`config.mk`:
```
export PLATFORM = sky130hd
export DESIGN_NAME = ao_wkup_ctrl_flat
export DESIGN_NICKNAME = d
export VERILOG_FILES = /design/src/rtl/ao_wkup_pkg.sv /design/src/rtl/ao_wkup_ctrl_if.sv /design/src/rtl/ao_sync_edge.sv /design/src/rtl/ao_wkup_ctrl.sv /design/src/flat_wrapper.sv
export SDC_FILE = /design/constraint.sdc
export NUM_CORES = 1
export LEC_CHECK = 0
export ABC_AREA = 1
export CAP_MARGIN = 40
export CORE_ASPECT_RATIO = 0.75
export CORE_MARGIN = 8
export CORE_UTILIZATION = 50
export DETAILED_ROUTE_END_ITERATION = 6
export PLACE_DENSITY = 0.79
export SLEW_MARGIN = 20
export SYNTH_ARGS = -nofsm -noshare
export SYNTH_HDL_FRONTEND = slang
export SYNTH_HIERARCHICAL = 1
export SYNTH_SLANG_ARGS = --single-unit
```
`constraint.sdc`:
```
create_clock -name clk32k -period 3.1 [get_ports clk32k]
set_input_delay 0.465 -clock clk32k [delete_from_list [all_inputs] [get_ports clk32k]]
set_output_delay 0.465 -clock clk32k [all_outputs]
set_load 0.01 [all_outputs]
```
`src/rtl/ao_wkup_pkg.sv`:
```
// Shared definitions for the always-on wake-up controller.
// Provides:
//   - the wake-up FSM state type
//   - the interrupt source index constants
//   - the reset-cause codes and a helper that builds a cause code
package ao_wkup_pkg;

    typedef enum logic [1:0] {
        IDLE = 2'b00,
        REQ  = 2'b01,
        HOLD = 2'b10
    } wkup_state_e;

    localparam int SRC_RTC = 0;
    localparam int SRC_WDT = 1;
    localparam int SRC_TMR = 2;

    localparam logic [1:0] CAUSE_NONE = 2'b00;
    localparam logic [1:0] CAUSE_WDT  = 2'b01;
    localparam logic [1:0] CAUSE_SW   = 2'b10;

    // Both sources firing together yields 2'b11.
    function automatic logic [1:0] cause_of(input logic sw, input logic wdt);
        return (sw ? CAUSE_SW : CAUSE_NONE) | (wdt ? CAUSE_WDT : CAUSE_NONE);
    endfunction

endpackage

```
`src/rtl/ao_wkup_ctrl_if.sv`:
```
// Wake-up handshake between the always-on controller and the power manager.
// Signals:
//   - wkup_req     : wake-up request (controller -> power manager)
//   - wkup_ack     : acknowledge level (power manager -> controller)
//   - wkup_timeout : sticky flag, set when the ack is overdue
// Modports:
//   - master : the controller side
//   - slave  : the power-manager side
interface ao_wkup_ctrl_if;
    logic wkup_req;
    logic wkup_ack;
    logic wkup_timeout;

    modport master (output wkup_req, output wkup_timeout, input wkup_ack);
    modport slave  (input wkup_req, input wkup_timeout, output wkup_ack);
endinterface

```
`src/rtl/ao_sync_edge.sv`:
```
// Multi-flop synchroniser followed by a rising-edge detector.
// Ports:
//   - clk      : destination clock
//   - reset    : synchronous, active-high; clears the chain and the history flop
//   - async_in : asynchronous level input
//   - rise     : one-cycle high when the synchronised level goes 0 -> 1
module ao_sync_edge #(
    parameter int STAGES = 2
) (
    input  logic clk,
    input  logic reset,
    input  logic async_in,
    output logic rise
);

    logic [STAGES-1:0] sync_r;
    logic              hist_r;

    // Synchroniser chain plus one history flop used for edge detection
    always_ff @(posedge clk) begin
        if (reset) begin
            sync_r <= {STAGES{1'b0}};
            hist_r <= 1'b0;
        end else begin
            sync_r <= {sync_r[STAGES-2:0], async_in};
            hist_r <= sync_r[STAGES-1];
        end
    end

    assign rise = sync_r[STAGES-1] & ~hist_r;

endmodule

```
`src/rtl/ao_wkup_ctrl.sv`:
```
// Always-on wake-up and reset-request controller.
// Ports:
//   - clk32k, reset : sole clock; synchronous active-high reset
//   - rtcintr, wdtintr, wdtrst : asynchronous levels, synchronised here
//   - tmrintr, swrst : single-cycle pulses already in the clk32k domain
//   - irq_en, irq_clr : per-source enable and clear ([0]=rtc, [1]=wdt, [2]=tmr)
//   - pending, irq : sticky pending bits and the combined interrupt
//   - wkup : request/acknowledge handshake to the power manager
//   - rst_req, rst_cause : stretched reset request and its cause code
// Behaviour:
//   - The pending register gives priority to a new event over a
//     simultaneous clear, so no event is ever lost.
//   - The handshake runs off irq; clearing pending mid-handshake does not
//     abort it.
module ao_wkup_ctrl
    import ao_wkup_pkg::*;
#(
    parameter int SYNC_STAGES = 2,
    parameter int RST_STRETCH = 32,
    parameter int ACK_TIMEOUT = 1024
) (
    input  logic                 clk32k,
    input  logic                 reset,
    input  logic                 rtcintr,
    input  logic                 wdtintr,
    input  logic                 tmrintr,
    input  logic                 wdtrst,
    input  logic                 swrst,
    input  logic [2:0]           irq_en,
    input  logic [2:0]           irq_clr,
    output logic [2:0]           pending,
    output logic                 irq,
    ao_wkup_ctrl_if.master       wkup,
    output logic                 rst_req,
    output logic [1:0]           rst_cause
);

    localparam int TO_W = (ACK_TIMEOUT > 1) ? $clog2(ACK_TIMEOUT) : 1;
    localparam int ST_W = (RST_STRETCH > 1) ? $clog2(RST_STRETCH) : 1;
    localparam logic [TO_W-1:0] TO_MAX  = TO_W'(ACK_TIMEOUT - 1);
    localparam logic [TO_W-1:0] TO_ONE  = TO_W'(1'b1);
    localparam logic [TO_W-1:0] TO_ZERO = TO_W'(1'b0);
    localparam logic [ST_W-1:0] ST_MAX  = ST_W'(RST_STRETCH - 1);
    localparam logic [ST_W-1:0] ST_ONE  = ST_W'(1'b1);
    localparam logic [ST_W-1:0] ST_ZERO = ST_W'(1'b0);

    logic              rtc_rise_s;
    logic              wdt_rise_s;
    logic              wrst_rise_s;
    logic [2:0]        evt_s;
    logic              trig_s;

    logic [2:0]        pending_r;
    logic              irq_r;
    wkup_state_e       state_r;
    logic [TO_W-1:0]   to_cnt_r;
    logic              wkup_req_r;
    logic              timeout_r;
    logic              rst_req_r;
    logic [ST_W-1:0]   st_cnt_r;
    logic [1:0]        cause_r;

    ao_sync_edge #(.STAGES(SYNC_STAGES)) u_sync_rtc (
        .clk      (clk32k),
        .reset    (reset),
        .async_in (rtcintr),
        .rise     (rtc_rise_s)
    );

    ao_sync_edge #(.STAGES(SYNC_STAGES)) u_sync_wdt (
        .clk      (clk32k),
        .reset    (reset),
        .async_in (wdtintr),
        .rise     (wdt_rise_s)
    );

    ao_sync_edge #(.STAGES(SYNC_STAGES)) u_sync_wrst (
        .clk      (clk32k),
        .reset    (reset),
        .async_in (wdtrst),
        .rise     (wrst_rise_s)
    );

    assign evt_s[SRC_RTC] = rtc_rise_s;
    assign evt_s[SRC_WDT] = wdt_rise_s;
    assign evt_s[SRC_TMR] = tmrintr;

    // A trigger is only accepted while no stretch is running.
    assign trig_s = (swrst | wrst_rise_s) & ~rst_req_r;

    // Sticky pending bits (set beats clear) and the registered combined irq
    always_ff @(posedge clk32k) begin
        if (reset) begin
            pending_r <= 3'b000;
            irq_r     <= 1'b0;
        end else begin
            pending_r <= (pending_r & ~irq_clr) | evt_s;
            irq_r     <= |(pending_r & irq_en);
        end
    end

    // Wake-up handshake FSM with its ack timeout counter and registered outputs
    always_ff @(posedge clk32k) begin
        if (reset) begin
            state_r    <= IDLE;
            to_cnt_r   <= TO_ZERO;
            wkup_req_r <= 1'b0;
            timeout_r  <= 1'b0;
        end else begin
            case (state_r)
                IDLE: begin
                    if (irq_r) begin
                        state_r    <= REQ;
                        to_cnt_r   <= TO_ZERO;
                        wkup_req_r <= 1'b1;
                    end else begin
                        wkup_req_r <= 1'b0;
                    end
                end
                REQ: begin
                    if (wkup.wkup_ack) begin
                        state_r    <= HOLD;
                        wkup_req_r <= 1'b0;
                        timeout_r  <= 1'b0;
                    end else if (to_cnt_r == TO_MAX) begin
                        // Saturate and keep requesting; the flag stays sticky.
                        timeout_r  <= 1'b1;
                    end else begin
                        to_cnt_r   <= to_cnt_r + TO_ONE;
                    end
                end
                HOLD: begin
                    if (!wkup.wkup_ack) begin
                        state_r <= IDLE;
                    end else begin
                        state_r <= HOLD;
                    end
                end
                default: begin
                    state_r    <= IDLE;
                    wkup_req_r <= 1'b0;
                end
            endcase
        end
    end

    // Reset stretcher: fixed-length rst_req and a cause captured at the trigger
    always_ff @(posedge clk32k) begin
        if (reset) begin
            rst_req_r <= 1'b0;
            st_cnt_r  <= ST_ZERO;
            cause_r   <= CAUSE_NONE;
        end else if (trig_s) begin
            rst_req_r <= 1'b1;
            st_cnt_r  <= ST_ZERO;
            cause_r   <= cause_of(swrst, wrst_rise_s);
        end else if (rst_req_r) begin
            if (st_cnt_r == ST_MAX) begin
                rst_req_r <= 1'b0;
            end else begin
                st_cnt_r  <= st_cnt_r + ST_ONE;
            end
        end else begin
            st_cnt_r <= st_cnt_r;
        end
    end

    assign pending           = pending_r;
    assign irq               = irq_r;
    assign wkup.wkup_req     = wkup_req_r;
    assign wkup.wkup_timeout = timeout_r;
    assign rst_req           = rst_req_r;
    assign rst_cause         = cause_r;

endmodule

```
`src/flat_wrapper.sv`:
```
// flat-port wrapper written by rule: the top's interface ports become plain ports
module ao_wkup_ctrl_flat import ao_wkup_pkg::*;
#(
    parameter int SYNC_STAGES = 2,
    parameter int RST_STRETCH = 32,
    parameter int ACK_TIMEOUT = 1024
)
  (clk32k, reset, rtcintr, wdtintr, tmrintr, wdtrst, swrst, irq_en, irq_clr, pending, irq, rst_req, rst_cause, wkup_wkup_req, wkup_wkup_timeout, wkup_wkup_ack);
  ao_wkup_ctrl_if wkup_i ();
  input  logic clk32k;
  input  logic reset;
  input  logic rtcintr;
  input  logic wdtintr;
  input  logic tmrintr;
  input  logic wdtrst;
  input  logic swrst;
  input  logic [2:0] irq_en;
  input  logic [2:0] irq_clr;
  output logic [2:0] pending;
  output logic irq;
  output logic rst_req;
  output logic [1:0] rst_cause;
  output wire logic [$bits(wkup_i.wkup_req)-1:0] wkup_wkup_req;
  output wire logic [$bits(wkup_i.wkup_timeout)-1:0] wkup_wkup_timeout;
  input wire logic [$bits(wkup_i.wkup_ack)-1:0] wkup_wkup_ack;
  assign wkup_wkup_req = wkup_i.wkup_req;
  assign wkup_wkup_timeout = wkup_i.wkup_timeout;
  assign wkup_i.wkup_ack = wkup_wkup_ack;
  ao_wkup_ctrl #(.SYNC_STAGES(SYNC_STAGES), .RST_STRETCH(RST_STRETCH), .ACK_TIMEOUT(ACK_TIMEOUT)) u_core (.clk32k(clk32k), .reset(reset), .rtcintr(rtcintr), .wdtintr(wdtintr), .tmrintr(tmrintr), .wdtrst(wdtrst), .swrst(swrst), .irq_en(irq_en), .irq_clr(irq_clr), .pending(pending), .irq(irq), .wkup(wkup_i), .rst_req(rst_req), .rst_cause(rst_cause));
endmodule
```
### Yosys cells after proc, flatten, opt, wreduce, memory -nomap -nowiden

Cells that the tools add are included.
Widths: inputs -> output; s select.

* add/subtract/negate cells: 2
* reduce and logical (&&, ||, !) cells: 10
* multiplexer cells: 18
* bitwise gates (word level): 16
* eq/ne operators: 8

Operators with widths (number)
* $mux 10: 3
* $pmux 10 s2: 1
* $add 10x1->10 const B: 1
* $eq 10x10->1 const B: 1
* $mux 1: 8
* $mux 2: 4
* $reduce_and 2->1: 4
* $and 3x3->3: 2
* $ne 2x2->1 const B: 3
* $not 1->1: 6
* $pmux 2 s3: 1
* $add 5x1->5 const B: 1
* $eq 5x5->1 const B: 1
* $and 1x1->1: 4
* $reduce_and 4->1: 1
* $reduce_bool 2->1: 2
* $not 3->3: 1
* $or 3x3->3: 1
* $pmux 1 s3: 1
* $reduce_or 3->1: 1
* $eq 2x1->1 const B: 1
* $eq 2x2->1 const B: 1
* $logic_not 2->1: 1
* $ne 2x1->1 const B: 1
* other kinds (3): 3

* output and inout port bits: 9
* bits of input ports: 14
* flip-flop bits (word level): 35
* word-level logic and storage cells: 69

### Longest topological paths before layout

Gate-level depths: netlist (run 1).

* word-level depth: 5
* mapped depth: 9
* mapped depth without buffers: 9

### Modules after synthesis

The synthesis (run 1) kept the hierarchy.

Modules (own cells, without submodules)
* ao_wkup_ctrl: area an instance 1298.7 µm², instances 1, seq. area each 520.5 µm², cells an instance 183
* ao_sync_edge: area an instance 86.3 µm², instances 3, seq. area each 60.1 µm², cells an instance 10

### Worst setup path after synthesis (run 1)

OpenSTA, ideal clock, no wires.

* path type: register -> register
* start: register u_core.st_cnt_r[0]
* end: register u_core.st_cnt_r[2]
* setup time: 0.080 ns
* clock period less this slack: 1.490 ns
* required time: 3.020 ns
* path buffers: 1
* slack: 1.610 ns
* stages on the path, launching flop included: 9
* arrival time: 1.410 ns
* path through: dfxtp_1 ha_1 inv_1 nor3_1 ha_1 or2_1 clkbuf_1 o21ai_1 nor3b_1

* cells in the longest elaborated chain, start to end: 3
* elaborated cells on any way between the ends: 4
* those cells by class: 1 x add/sub; 1 x eq/ne; 1 x bitwise; 1 x reduce/logical

Ends and longest elaborated chain
* start: declaration: RTL line ao_wkup_ctrl.sv:60 `logic [ST_W-1:0] st_cnt_r;`
* start signal: assignment: RTL line ao_wkup_ctrl.sv:161 `st_cnt_r <= st_cnt_r + ST_ONE;`
* start signal: assignment: RTL line ao_wkup_ctrl.sv:164 `st_cnt_r <= st_cnt_r;`
* branches (longest 3 deep; another with $add 5x1->5)

Several ways; the timed one is not identified.
A chain may end at the register's enable or synchronous reset.

### Worst setup path after layout (run 1)

* start: register u_core.pending_r[0] (netlist: u_core/pending[0])
* end: output pending[0]

RTL lines
* start: declaration: RTL line ao_wkup_ctrl.sv:53 `logic [2:0] pending_r;`
* start signal: assignment: RTL line ao_wkup_ctrl.sv:97 `pending_r <= (pending_r & ~irq_clr) | evt_s;`
* end: declaration: RTL line flat_wrapper.sv:19 `output logic [2:0] pending;`

No word-level cell between the ends.

==> impl_results.html, run 1 <==
<table>
<tr><th>Metric</th><th>Value</th></tr>
<tr><th colspan="2">STA</th></tr>
<tr><td>Max transition margin</td><td>0.699</td></tr>
<tr><td>Worst setup skew after layout</td><td>approximately 0.0038 ns</td></tr>
<tr><td>Worst slew pin tran</td><td>about 0.45 ns</td></tr>
<tr><td>Share of the clock period used by the worst path</td><td>0.535</td></tr>
<tr><td>Peak clock frequency supported by timing</td><td>approximately 600 MHz</td></tr>
<tr><td>Final critical-path required period</td><td>1.66 ns</td></tr>
<tr><td>Worst Setup Slack, final</td><td>around 1.4 ns</td></tr>
<tr><td>Number of max-slew violations in the final report</td><td>0</td></tr>
<tr><td>Setup Total Neg Slack</td><td>0 ns</td></tr>
<tr><td>Final setup vio count</td><td>0</td></tr>
<tr><td>RSZ-0062 raised after global routing</td><td>no</td></tr>
<tr><td>Hold Violations, Final</td><td>0</td></tr>
<tr><th colspan="2">Global routing</th></tr>
<tr><td>GRT Resource Usage Total</td><td>0.131</td></tr>
<tr><td>M2 GR Usage</td><td>0.189</td></tr>
<tr><td>Global-route wire length before repair</td><td>5290 µm</td></tr>
<tr><td>Vias in the first global route</td><td>about 1200</td></tr>
<tr><td>Pin count of the biggest net entering global routing</td><td>21</td></tr>
<tr><td>M1 GR Usage</td><td>0.162</td></tr>
<tr><td>Busiest layer in global routing</td><td>met2</td></tr>
<tr><td>Met3 track demand over resource</td><td>0.0531</td></tr>
<tr><td>Total overflow reported by the global router</td><td>0</td></tr>
<tr><td>Initial antenna violation count</td><td>0</td></tr>
<tr><th colspan="2">Logic synthesis</th></tr>
<tr><td>Synthesized instance count</td><td>around 210</td></tr>
<tr><td>Area of the mapped netlist</td><td>~1600 µm²</td></tr>
<tr><td>Net Count, Synth</td><td>230</td></tr>
<tr><td>Part of the Yosys area used for sequential elements</td><td>0.450</td></tr>
<tr><td>Number of storage elements in the synthesis netlist</td><td>35</td></tr>
<tr><td>Distinct cells, synth</td><td>25</td></tr>
<tr><td>Synthesized area per cell</td><td>about 7.3 µm²</td></tr>
<tr><td>Syn. warnings</td><td>6</td></tr>
<tr><th colspan="2">Floorplan</th></tr>
<tr><td>Ports placed on the boundary</td><td>23</td></tr>
<tr><td>Chip Width</td><td>approximately 80 µm</td></tr>
<tr><td>Die footprint</td><td>between 5000 and 6000 µm²</td></tr>
<tr><td>Number of rows in the core area</td><td>17</td></tr>
<tr><td>Core region area</td><td>slightly below 3000 µm²</td></tr>
<tr><td>Die boundary height</td><td>approximately 64 µm</td></tr>
<tr><td>Initial core utilization</td><td>0.527</td></tr>
<tr><th colspan="2">Min path</th></tr>
<tr><td>Tightest Hold Check Type</td><td>reg2reg</td></tr>
<tr><th colspan="2">Setup path</th></tr>
<tr><td>Kind of cell adding the most delay to the critical path</td><td>buffers and inverters</td></tr>
<tr><td>Largest fanout on the critical path</td><td>3</td></tr>
<tr><td>CP endpoint kind</td><td>output pin</td></tr>
<tr><td>Launching element type of the critical path</td><td>flop</td></tr>
<tr><td>Crit Path Category</td><td>reg2out</td></tr>
<tr><td>Delay contributed by the slowest stage of the critical path</td><td>around 0.55 ns</td></tr>
<tr><td>Count of buffering cells on the critical path with inverters included</td><td>1</td></tr>
<tr><td>Data required time of the worst path</td><td>around 2.6 ns</td></tr>
<tr><td>WP data arrival</td><td>between 1 and 1.5 ns</td></tr>
<tr><td>CP Cell Sequence</td><td>clkdlybuf4s50_1</td></tr>
<tr><td>Slowest stage cell on the critical path</td><td>sky130_fd_sc_hd__clkdlybuf4s50_1</td></tr>
<tr><th colspan="2">Power</th></tr>
<tr><td>Leakage</td><td>roughly 0.76 nW</td></tr>
<tr><td>Largest voltage drop on the vdd net</td><td>0.254 mV</td></tr>
<tr><td>Power per unit of standard cell area</td><td>between 400 and 500 nW/µm²</td></tr>
<tr><th colspan="2">Route</th></tr>
<tr><td>Total via count after detailed routing</td><td>1331</td></tr>
<tr><td>Via density</td><td>about 4.8</td></tr>
<tr><td>Drt pass-1 iters</td><td>5</td></tr>
<tr><td>Iter 0 DRT Violations</td><td>just over 100</td></tr>
<tr><td>Count of nets left with antenna violations after detail routing</td><td>0</td></tr>
<tr><td>Remaining design rule violation count</td><td>0</td></tr>
<tr><td>Wire length after detailed routing</td><td>3110 µm</td></tr>
<tr><td>Average wire length per cell after detail routing</td><td>around 11 µm</td></tr>
<tr><th colspan="2">Clock tree</th></tr>
<tr><td>Max Root-Sink Buffers</td><td>2</td></tr>
<tr><td>TritonCTS clock tree</td><td>done</td></tr>
<tr><td>Root cell of the clock tree</td><td>sky130_fd_sc_hd__clkbuf_8</td></tr>
<tr><td>Clock-pin transition on the worst setup and hold timing paths</td><td>about 0.060 ns</td></tr>
<tr><td>Worst skew pair latency</td><td>between 0.2 and 0.3 ns</td></tr>
<tr><td>Post-cts hold buffer count</td><td>0</td></tr>
<tr><td>CTS Buf Count</td><td>5</td></tr>
<tr><td>Number of gates resized after cts</td><td>0</td></tr>
<tr><td>Setup bufs post-CTS</td><td>0</td></tr>
<tr><td>Total number of H-tree levels</td><td>2</td></tr>
<tr><td>Number of sinks driven by the clock tree</td><td>35</td></tr>
<tr><th colspan="2">Job</th></tr>
<tr><td>Total of max-cap violations</td><td>0</td></tr>
<tr><th colspan="2">Layout</th></tr>
<tr><td>Share of layout cells above drive strength 1</td><td>0.0962</td></tr>
<tr><td>Final #Nets</td><td>about 260</td></tr>
<tr><td>Antenna diodes</td><td>0</td></tr>
<tr><td>End-of-flow core utilization</td><td>0.641</td></tr>
<tr><td>Post-route insts no fill</td><td>approximately 280</td></tr>
<tr><td>Synth-to-Final Area Change</td><td>21.6%</td></tr>
<tr><th colspan="2">Placement</th></tr>
<tr><td>Number of cells after detailed placement</td><td>between 200 and 300</td></tr>
<tr><td>Buffers on Ports</td><td>22</td></tr>
<tr><td>Setup slack after placement</td><td>~1.2 ns</td></tr>
<tr><td>Placer congestion estimate</td><td>approximately 0.85</td></tr>
<tr><td>HPWL after detailed placement</td><td>about 2400 µm</td></tr>
<tr><th colspan="2">Run status</th></tr>
<tr><td>Run status</td><td>complete, no violations</td></tr>
</table>
registers in the layout, indices dropped and copies added, names as in the netlist, 2 cells and up:
name                       cells
u_core/u_sync_rtc/sync_r       2
u_core/st_cnt_r                5
u_core/rst_cause               2
u_core/pending                 3
u_core/to_cnt_r               10
u_core/u_sync_wrst/sync_r      2
u_core/u_sync_wdt/sync_r       2
u_core/state_r                 2
cell usage in the layout (no fill, tap or decap), drive strengths merged:
cell,n
clkbuf,6
a21oi,13
nor2,36
ha,3
o21ai,11
nand2,43
nand3,21
inv,34
clkdlybuf4s50,22
buf,1
xnor2,1
nor3b,1
nand4,3
nor3,5
or2,1
a211oi,1
dfxtp,35
o21bai,1
clkinv,1
worst paths after layout:
kind / cells past startpoint / to / start / slack, ns
hold reg to reg: 2 / u_core/u_sync_wrst/sync_r[1] / u_core/u_sync_wrst/sync_r[0] / 0.40
hold / removal: 2 / u_core/u_sync_wrst/sync_r[1] / u_core/u_sync_wrst/sync_r[0] / 0.40
setup / recovery: 1 / pending[0] / u_core/pending[0] / 1.44
setup reg to reg: 7 / u_core/st_cnt_r[2] / u_core/st_cnt_r[0] / 1.55
cells by family after synthesis:
| group | Yosys count | share of synthesized area |
|---|---|---|
| AO/OA/AOI/OAI | 26 | 0.0940 |
| XOR/XNOR | 1 | 0.00562 |
| adder cells (fa/ha/maj) | 3 | 0.0241 |
| buffers and inverters | 38 | 0.0916 |
| flip-flops | 35 | 0.450 |
| AND/OR/NAND/NOR | 110 | 0.335 |
cells in the mapped netlist, drive strengths merged:
cell    count  area share
dfxtp      35        0.45
or2         1      0.0040
nor3        5       0.016
nor3b       1      0.0048
nand4       3       0.012
clkinv      1      0.0024
o21bai      1      0.0048
a21oi      13       0.049
nand2      43        0.12
nor2       36        0.10
nand3      21       0.076
ha          3       0.024
o21ai      11       0.035
inv        34       0.082
xnor2       1      0.0056
a211oi      1      0.0048
clkbuf      3      0.0072
power breakdown:
part | switching, W | internal, W
clock network | 0.000139 | 0.000149
registers | 0.00000724 | 0.000463
logic | 0.0000457 | 0.0000408
total | 0.000192 | 0.000654
metrics by stage:
| stage | total power (W) | hold WS [ns] | area (µm²) |
|---|---|---|---|
| floorplan | 0.000525 | 0.388 | 1560 |
| global placement | 0.000566 | 0.390 | 1820 |
| detailed placement | 0.000568 | 0.394 | 1820 |
| CTS | 0.000857 | 0.403 | 1890 |
| global route | 0.000885 | 0.432 | 1890 |
| finish | 0.000845 | 0.402 | 1890 |
worst reg2reg max path, stage by stage (launching register included):
cell and delay [ns]:
sky130_fd_sc_hd__dfxtp_1 0.33, sky130_fd_sc_hd__ha_1 0.20, sky130_fd_sc_hd__inv_1 0.08, sky130_fd_sc_hd__nor3_1 0.05, sky130_fd_sc_hd__ha_1 0.18, sky130_fd_sc_hd__or2_1 0.32, sky130_fd_sc_hd__o21ai_1 0.14, sky130_fd_sc_hd__nor3b_1 0.16
layout make-up:
| cell class | instances | area [µm²] |
|---|---|---|
| Fill cell | 259 | 1060 |
| Multi-Input combinational cell | 140 | 714 |
| Sequential cell | 35 | 701 |
| Timing Repair Buffer | 23 | 228 |
| Inverter | 35 | 131 |
| Clock buffer | 6 | 72.6 |
| Tap cell | 38 | 47.5 |
metal layers:
layer | vias to the layer above | part of all wire
met1 | 572 | 0.51
met3 | 6 | 0.067
li1 | 722 | -
met4 | 0 | 0.015
met2 | 31 | 0.41
met5 | - | 0
Power figures use the tool's default switching activity.
==> inputs of run 2 (changes only) <==
--- a/config.mk
+++ b/config.mk
@@ -9,9 +9,9 @@
 export CAP_MARGIN = 40
 export CORE_ASPECT_RATIO = 0.75
 export CORE_MARGIN = 8
-export CORE_UTILIZATION = 50
+export CORE_UTILIZATION = 47
 export DETAILED_ROUTE_END_ITERATION = 6
-export PLACE_DENSITY = 0.79
+export PLACE_DENSITY = 0.78
 export SLEW_MARGIN = 20
 export SYNTH_ARGS = -nofsm -noshare
 export SYNTH_HDL_FRONTEND = slang
==> constraint.sdc (replaced) <==
create_clock -name clk32k -period 1.38 [get_ports clk32k]
set_input_delay 0.207 -clock clk32k [delete_from_list [all_inputs] [get_ports clk32k]]
set_output_delay 0.207 -clock clk32k [all_outputs]
set_load 0.01 [all_outputs]
==> run 2 against run 1 <==
  * Global-route usage rose by 0.57 points
  * Clock power rose by 140%
  * Final cell count rose by 7.9%
  * Largest power group unchanged
==> impl_results.html, run 2 (synthesis results as in run 1) <==
<table>
<tr><th>Metric</th><th>Value</th></tr>
<tr><th colspan="2">Run status</th></tr>
<tr><td>Run status</td><td>complete, no violations</td></tr>
<tr><th colspan="2">Layout</th></tr>
<tr><td>Antenna diodes</td><td>0 (unchanged)</td></tr>
<tr><td>Largest register FFs</td><td>10 (unchanged)</td></tr>
<tr><td>Largest reg by FF count</td><td>u_core/to_cnt_r</td></tr>
<tr><td>Synth-to-Final Area Change</td><td>34.8%</td></tr>
<tr><td>Commonest cells after routing, fill and taps aside</td><td>37 x sky130_fd_sc_hd__nand2_1, 32 x sky130_fd_sc_hd__nor2_1, 31 x sky130_fd_sc_hd__dfxtp_1</td></tr>
<tr><td>Leading cell type in the layout, fill and taps excluded</td><td>sky130_fd_sc_hd__nand2_1</td></tr>
<tr><td>Final #Nets</td><td>275 (+7.0%)</td></tr>
<tr><td>Post-route insts no fill</td><td>299 (+7.9%)</td></tr>
<tr><td>Number of fillers in the final layout</td><td>290 (+12%)</td></tr>
<tr><td>Share of layout cells above drive strength 1</td><td>0.220 (+0.124)</td></tr>
<tr><td>FF+latch area</td><td>706 µm² (+0.71%)</td></tr>
<tr><td>Area occupied by multi-input gates</td><td>769 µm² (+7.7%)</td></tr>
<tr><th colspan="2">Floorplan</th></tr>
<tr><td>Core region area</td><td>3220 µm² (+8.9%)</td></tr>
<tr><td>Ports placed on the boundary</td><td>23 (unchanged)</td></tr>
<tr><td>Chip Width</td><td>82.5 µm (+2.5%)</td></tr>
<tr><td>Initial core utilization</td><td>0.484 (-0.0432)</td></tr>
<tr><td>Number of rows in the core area</td><td>18 (+1)</td></tr>
<tr><td>Die footprint</td><td>5430 µm² (+4.9%)</td></tr>
<tr><td>Die boundary height</td><td>65.9 µm (+2.4%)</td></tr>
<tr><th colspan="2">Job</th></tr>
<tr><td>Total of max-cap violations</td><td>0 (unchanged)</td></tr>
<tr><th colspan="2">Route</th></tr>
<tr><td>Count of nets left with antenna violations after detail routing</td><td>0 (unchanged)</td></tr>
<tr><td>Via density</td><td>4.93 (+2.5%)</td></tr>
<tr><td>Average wire length per cell after detail routing</td><td>11.6 µm (+3.2%)</td></tr>
<tr><td>Remaining design rule violation count</td><td>0 (unchanged)</td></tr>
<tr><td>Iter 0 DRT Violations</td><td>96 (-5.9%)</td></tr>
<tr><td>Drt pass-1 iters</td><td>4 (-1)</td></tr>
<tr><td>Total via count after detailed routing</td><td>1473 (+11%)</td></tr>
<tr><td>Wire length after detailed routing</td><td>3460 µm (+11%)</td></tr>
<tr><th colspan="2">Clock tree</th></tr>
<tr><td>Root cell of the clock tree</td><td>sky130_fd_sc_hd__clkbuf_8</td></tr>
<tr><td>CTS Buf Count</td><td>5 (unchanged)</td></tr>
<tr><td>Worst skew pair latency</td><td>0.28 ns (about the same)</td></tr>
<tr><td>TritonCTS clock tree</td><td>done</td></tr>
<tr><td>Total number of H-tree levels</td><td>2 (unchanged)</td></tr>
<tr><td>Clock-pin transition on the worst setup and hold timing paths</td><td>0.07 ns (about the same)</td></tr>
<tr><td>Number of sinks driven by the clock tree</td><td>35 (unchanged)</td></tr>
<tr><td>Post-cts hold buffer count</td><td>0 (unchanged)</td></tr>
<tr><td>Max Root-Sink Buffers</td><td>2 (unchanged)</td></tr>
<tr><th colspan="2">Setup path</th></tr>
<tr><td>CP Cell Sequence</td><td>ha_2 &gt; inv_2 &gt; nor3_2 &gt; ha_2 &gt; or2_4 &gt; o21ai_1 &gt; nor3b_2</td></tr>
<tr><td>Data required time of the worst path</td><td>1.59 ns (-1.04 ns)</td></tr>
<tr><td>Launching element type of the critical path</td><td>flop</td></tr>
<tr><td>Most frequent CP cell</td><td>sky130_fd_sc_hd__ha_2</td></tr>
<tr><td>Capture point of the worst reg-to-reg path</td><td>u_core/st_cnt_r[2]</td></tr>
<tr><td>Crit Path Category</td><td>reg2reg</td></tr>
<tr><td>Register-to-Register Path Depth</td><td>7 (unchanged)</td></tr>
<tr><td>Largest fanout on the critical path</td><td>7 (+4)</td></tr>
<tr><td>Reg2Reg Setup Slack</td><td>0.003 ns (-1.55 ns)</td></tr>
<tr><td>Slowest stage cell on the critical path</td><td>sky130_fd_sc_hd__dfxtp_2</td></tr>
<tr><td>WP data arrival</td><td>1.59 ns (+0.40 ns)</td></tr>
<tr><td>Startpoint of the lowest-slack register-to-register path</td><td>u_core/st_cnt_r[1]</td></tr>
<tr><td>Delay contributed by the slowest stage of the critical path</td><td>0.32 ns (-0.23 ns)</td></tr>
<tr><td>CP endpoint kind</td><td>flop</td></tr>
<tr><th colspan="2">Placement</th></tr>
<tr><td>Placer congestion estimate</td><td>0.847 (+0.18%)</td></tr>
<tr><td>Buffers on Ports</td><td>22 (unchanged)</td></tr>
<tr><td>HPWL after detailed placement</td><td>2550 µm (+7.4%)</td></tr>
<tr><td>Setup slack after placement</td><td>-0.0564 ns (-1.21 ns)</td></tr>
<tr><td>Number of cells after detailed placement</td><td>286 (+5.5%)</td></tr>
<tr><th colspan="2">Power</th></tr>
<tr><td>Part of the power in registers</td><td>0.537 (-0.020)</td></tr>
<tr><td>Power per unit of standard cell area</td><td>938 nW/µm² (+110%)</td></tr>
<tr><td>Clock share of power</td><td>0.357 (+0.016)</td></tr>
<tr><td>Switching part of the total</td><td>0.241 (+0.0140)</td></tr>
<tr><td>Cell-internal power</td><td>0.00149 W (+130%)</td></tr>
<tr><td>Largest voltage drop on the vdd net</td><td>0.585 mV (+130%)</td></tr>
<tr><td>Power Total</td><td>0.00197 W (+130%)</td></tr>
<tr><td>Leakage</td><td>0.933 nW (+23%)</td></tr>
<tr><td>Combinational Power Share</td><td>0.107 (+0.005)</td></tr>
<tr><td>Net switching power</td><td>0.000474 W (+150%)</td></tr>
<tr><th colspan="2">Global routing</th></tr>
<tr><td>Pin count of the biggest net entering global routing</td><td>20 (-4.8%)</td></tr>
<tr><td>Initial antenna violation count</td><td>0 (unchanged)</td></tr>
<tr><td>Global-route wire length before repair</td><td>5790 µm (+9.4%)</td></tr>
<tr><td>Vias in the first global route</td><td>1372 (+14%)</td></tr>
<tr><td>GRT Resource Usage Total</td><td>0.136 (+0.00572)</td></tr>
<tr><td>Total overflow reported by the global router</td><td>0 (unchanged)</td></tr>
<tr><th colspan="2">STA</th></tr>
<tr><td>Hold Violations, Final</td><td>0 (unchanged)</td></tr>
<tr><td>Share of the clock period used by the worst path</td><td>0.998</td></tr>
<tr><td>Final setup vio count</td><td>0 (unchanged)</td></tr>
<tr><td>Peak clock frequency supported by timing</td><td>726 MHz</td></tr>
<tr><td>Max transition margin</td><td>0.837 (+0.139)</td></tr>
<tr><td>Worst slew pin tran</td><td>0.244 ns (-0.204 ns)</td></tr>
<tr><td>Worst Setup Slack, final</td><td>0.00300 ns (-1.44 ns)</td></tr>
<tr><td>Worst slack on hold paths</td><td>0.408 ns (+0.00569 ns)</td></tr>
<tr><td>Number of max-slew violations in the final report</td><td>0 (unchanged)</td></tr>
<tr><td>Worst setup skew after layout</td><td>0.00283 ns (-0.000938 ns)</td></tr>
<tr><td>RSZ-0062 raised after global routing</td><td>yes</td></tr>
<tr><td>Final critical-path required period</td><td>approximately 1.4 ns</td></tr>
<tr><th colspan="2">Min path</th></tr>
<tr><td>Worst Hold Path EP</td><td>u_core/u_sync_rtc/sync_r[1]</td></tr>
<tr><td>Startpoint of the tightest hold check path</td><td>u_core/u_sync_rtc/sync_r[0]</td></tr>
<tr><td>Worst Hold Depth</td><td>2 (unchanged)</td></tr>
<tr><td>Tightest Hold Check Type</td><td>reg2reg</td></tr>
</table>
[run 2: layout make-up]
type                            count  area share
Clock inverter                      1     0.00238
Multi-Input combinational cell    141       0.367
Sequential cell                    35       0.336
Tap cell                           40      0.0238
Clock buffer                        7      0.0364
Inverter                           35      0.0638
Timing Repair Buffer               40       0.171
[run 2: how the worst max path moves through the flow]
stage / from / end
after CTS: u_core/st_cnt_r[1] / u_core/st_cnt_r[2]
final: u_core/st_cnt_r[1] / u_core/st_cnt_r[2]
after floorplan: u_core/st_cnt_r[1] / u_core/st_cnt_r[2]
after global placement: u_core/st_cnt_r[1] / u_core/st_cnt_r[2]
after detailed placement: u_core/st_cnt_r[1] / u_core/st_cnt_r[2]
after global routing: u_core/st_cnt_r[1] / u_core/st_cnt_r[3]
[run 2: critical path: cells and delay by family (launching register included)]
| family | cells | cell delay (ns) |
|---|---|---|
| compound gates | 1 | 0.11 |
| fa+ha+maj | 2 | 0.35 |
| buf+inv | 1 | 0.05 |
| flops | 1 | 0.32 |
| simple gates | 3 | 0.45 |
[run 2: metrics by stage]
stage	util	TNS, ns	cell area (µm²)
floorplan	-	-0.0345	1600
global placement	0.605	0	1950
detailed placement	0.605	-0.100	1950
CTS	0.629	-0.00450	2030
global route	0.652	-0.166	2100
finish	0.652	0	2100
[run 2: timing repair]
action / in CTS / in global routing
pin swaps: 1 / 2
gates resized for setup: 6 / 11
buffers inserted: 0 / 4
setup endpoints to repair: 9 / 16
cloned: 0 / 1
[run 2: per-layer routing]
metal  track usage  wire length, µm  vias up
met4        0.0524               34        0
met1         0.165             1680      675
met5             0                0        -
met2         0.216             1520       35
met3        0.0489              227        4
li1              -                -      759
[run 2: power by group through the flow]
stage | registers (W) | logic [W] | clock network, W
global route | 0.00106 | 0.000231 | 0.000774
finish | 0.00106 | 0.000210 | 0.000702
floorplan | 0.00108 | 0.000103 | 0
global placement | 0.00108 | 0.000209 | 0
CTS | 0.00106 | 0.000212 | 0.000725
detailed placement | 0.00108 | 0.000214 | 0
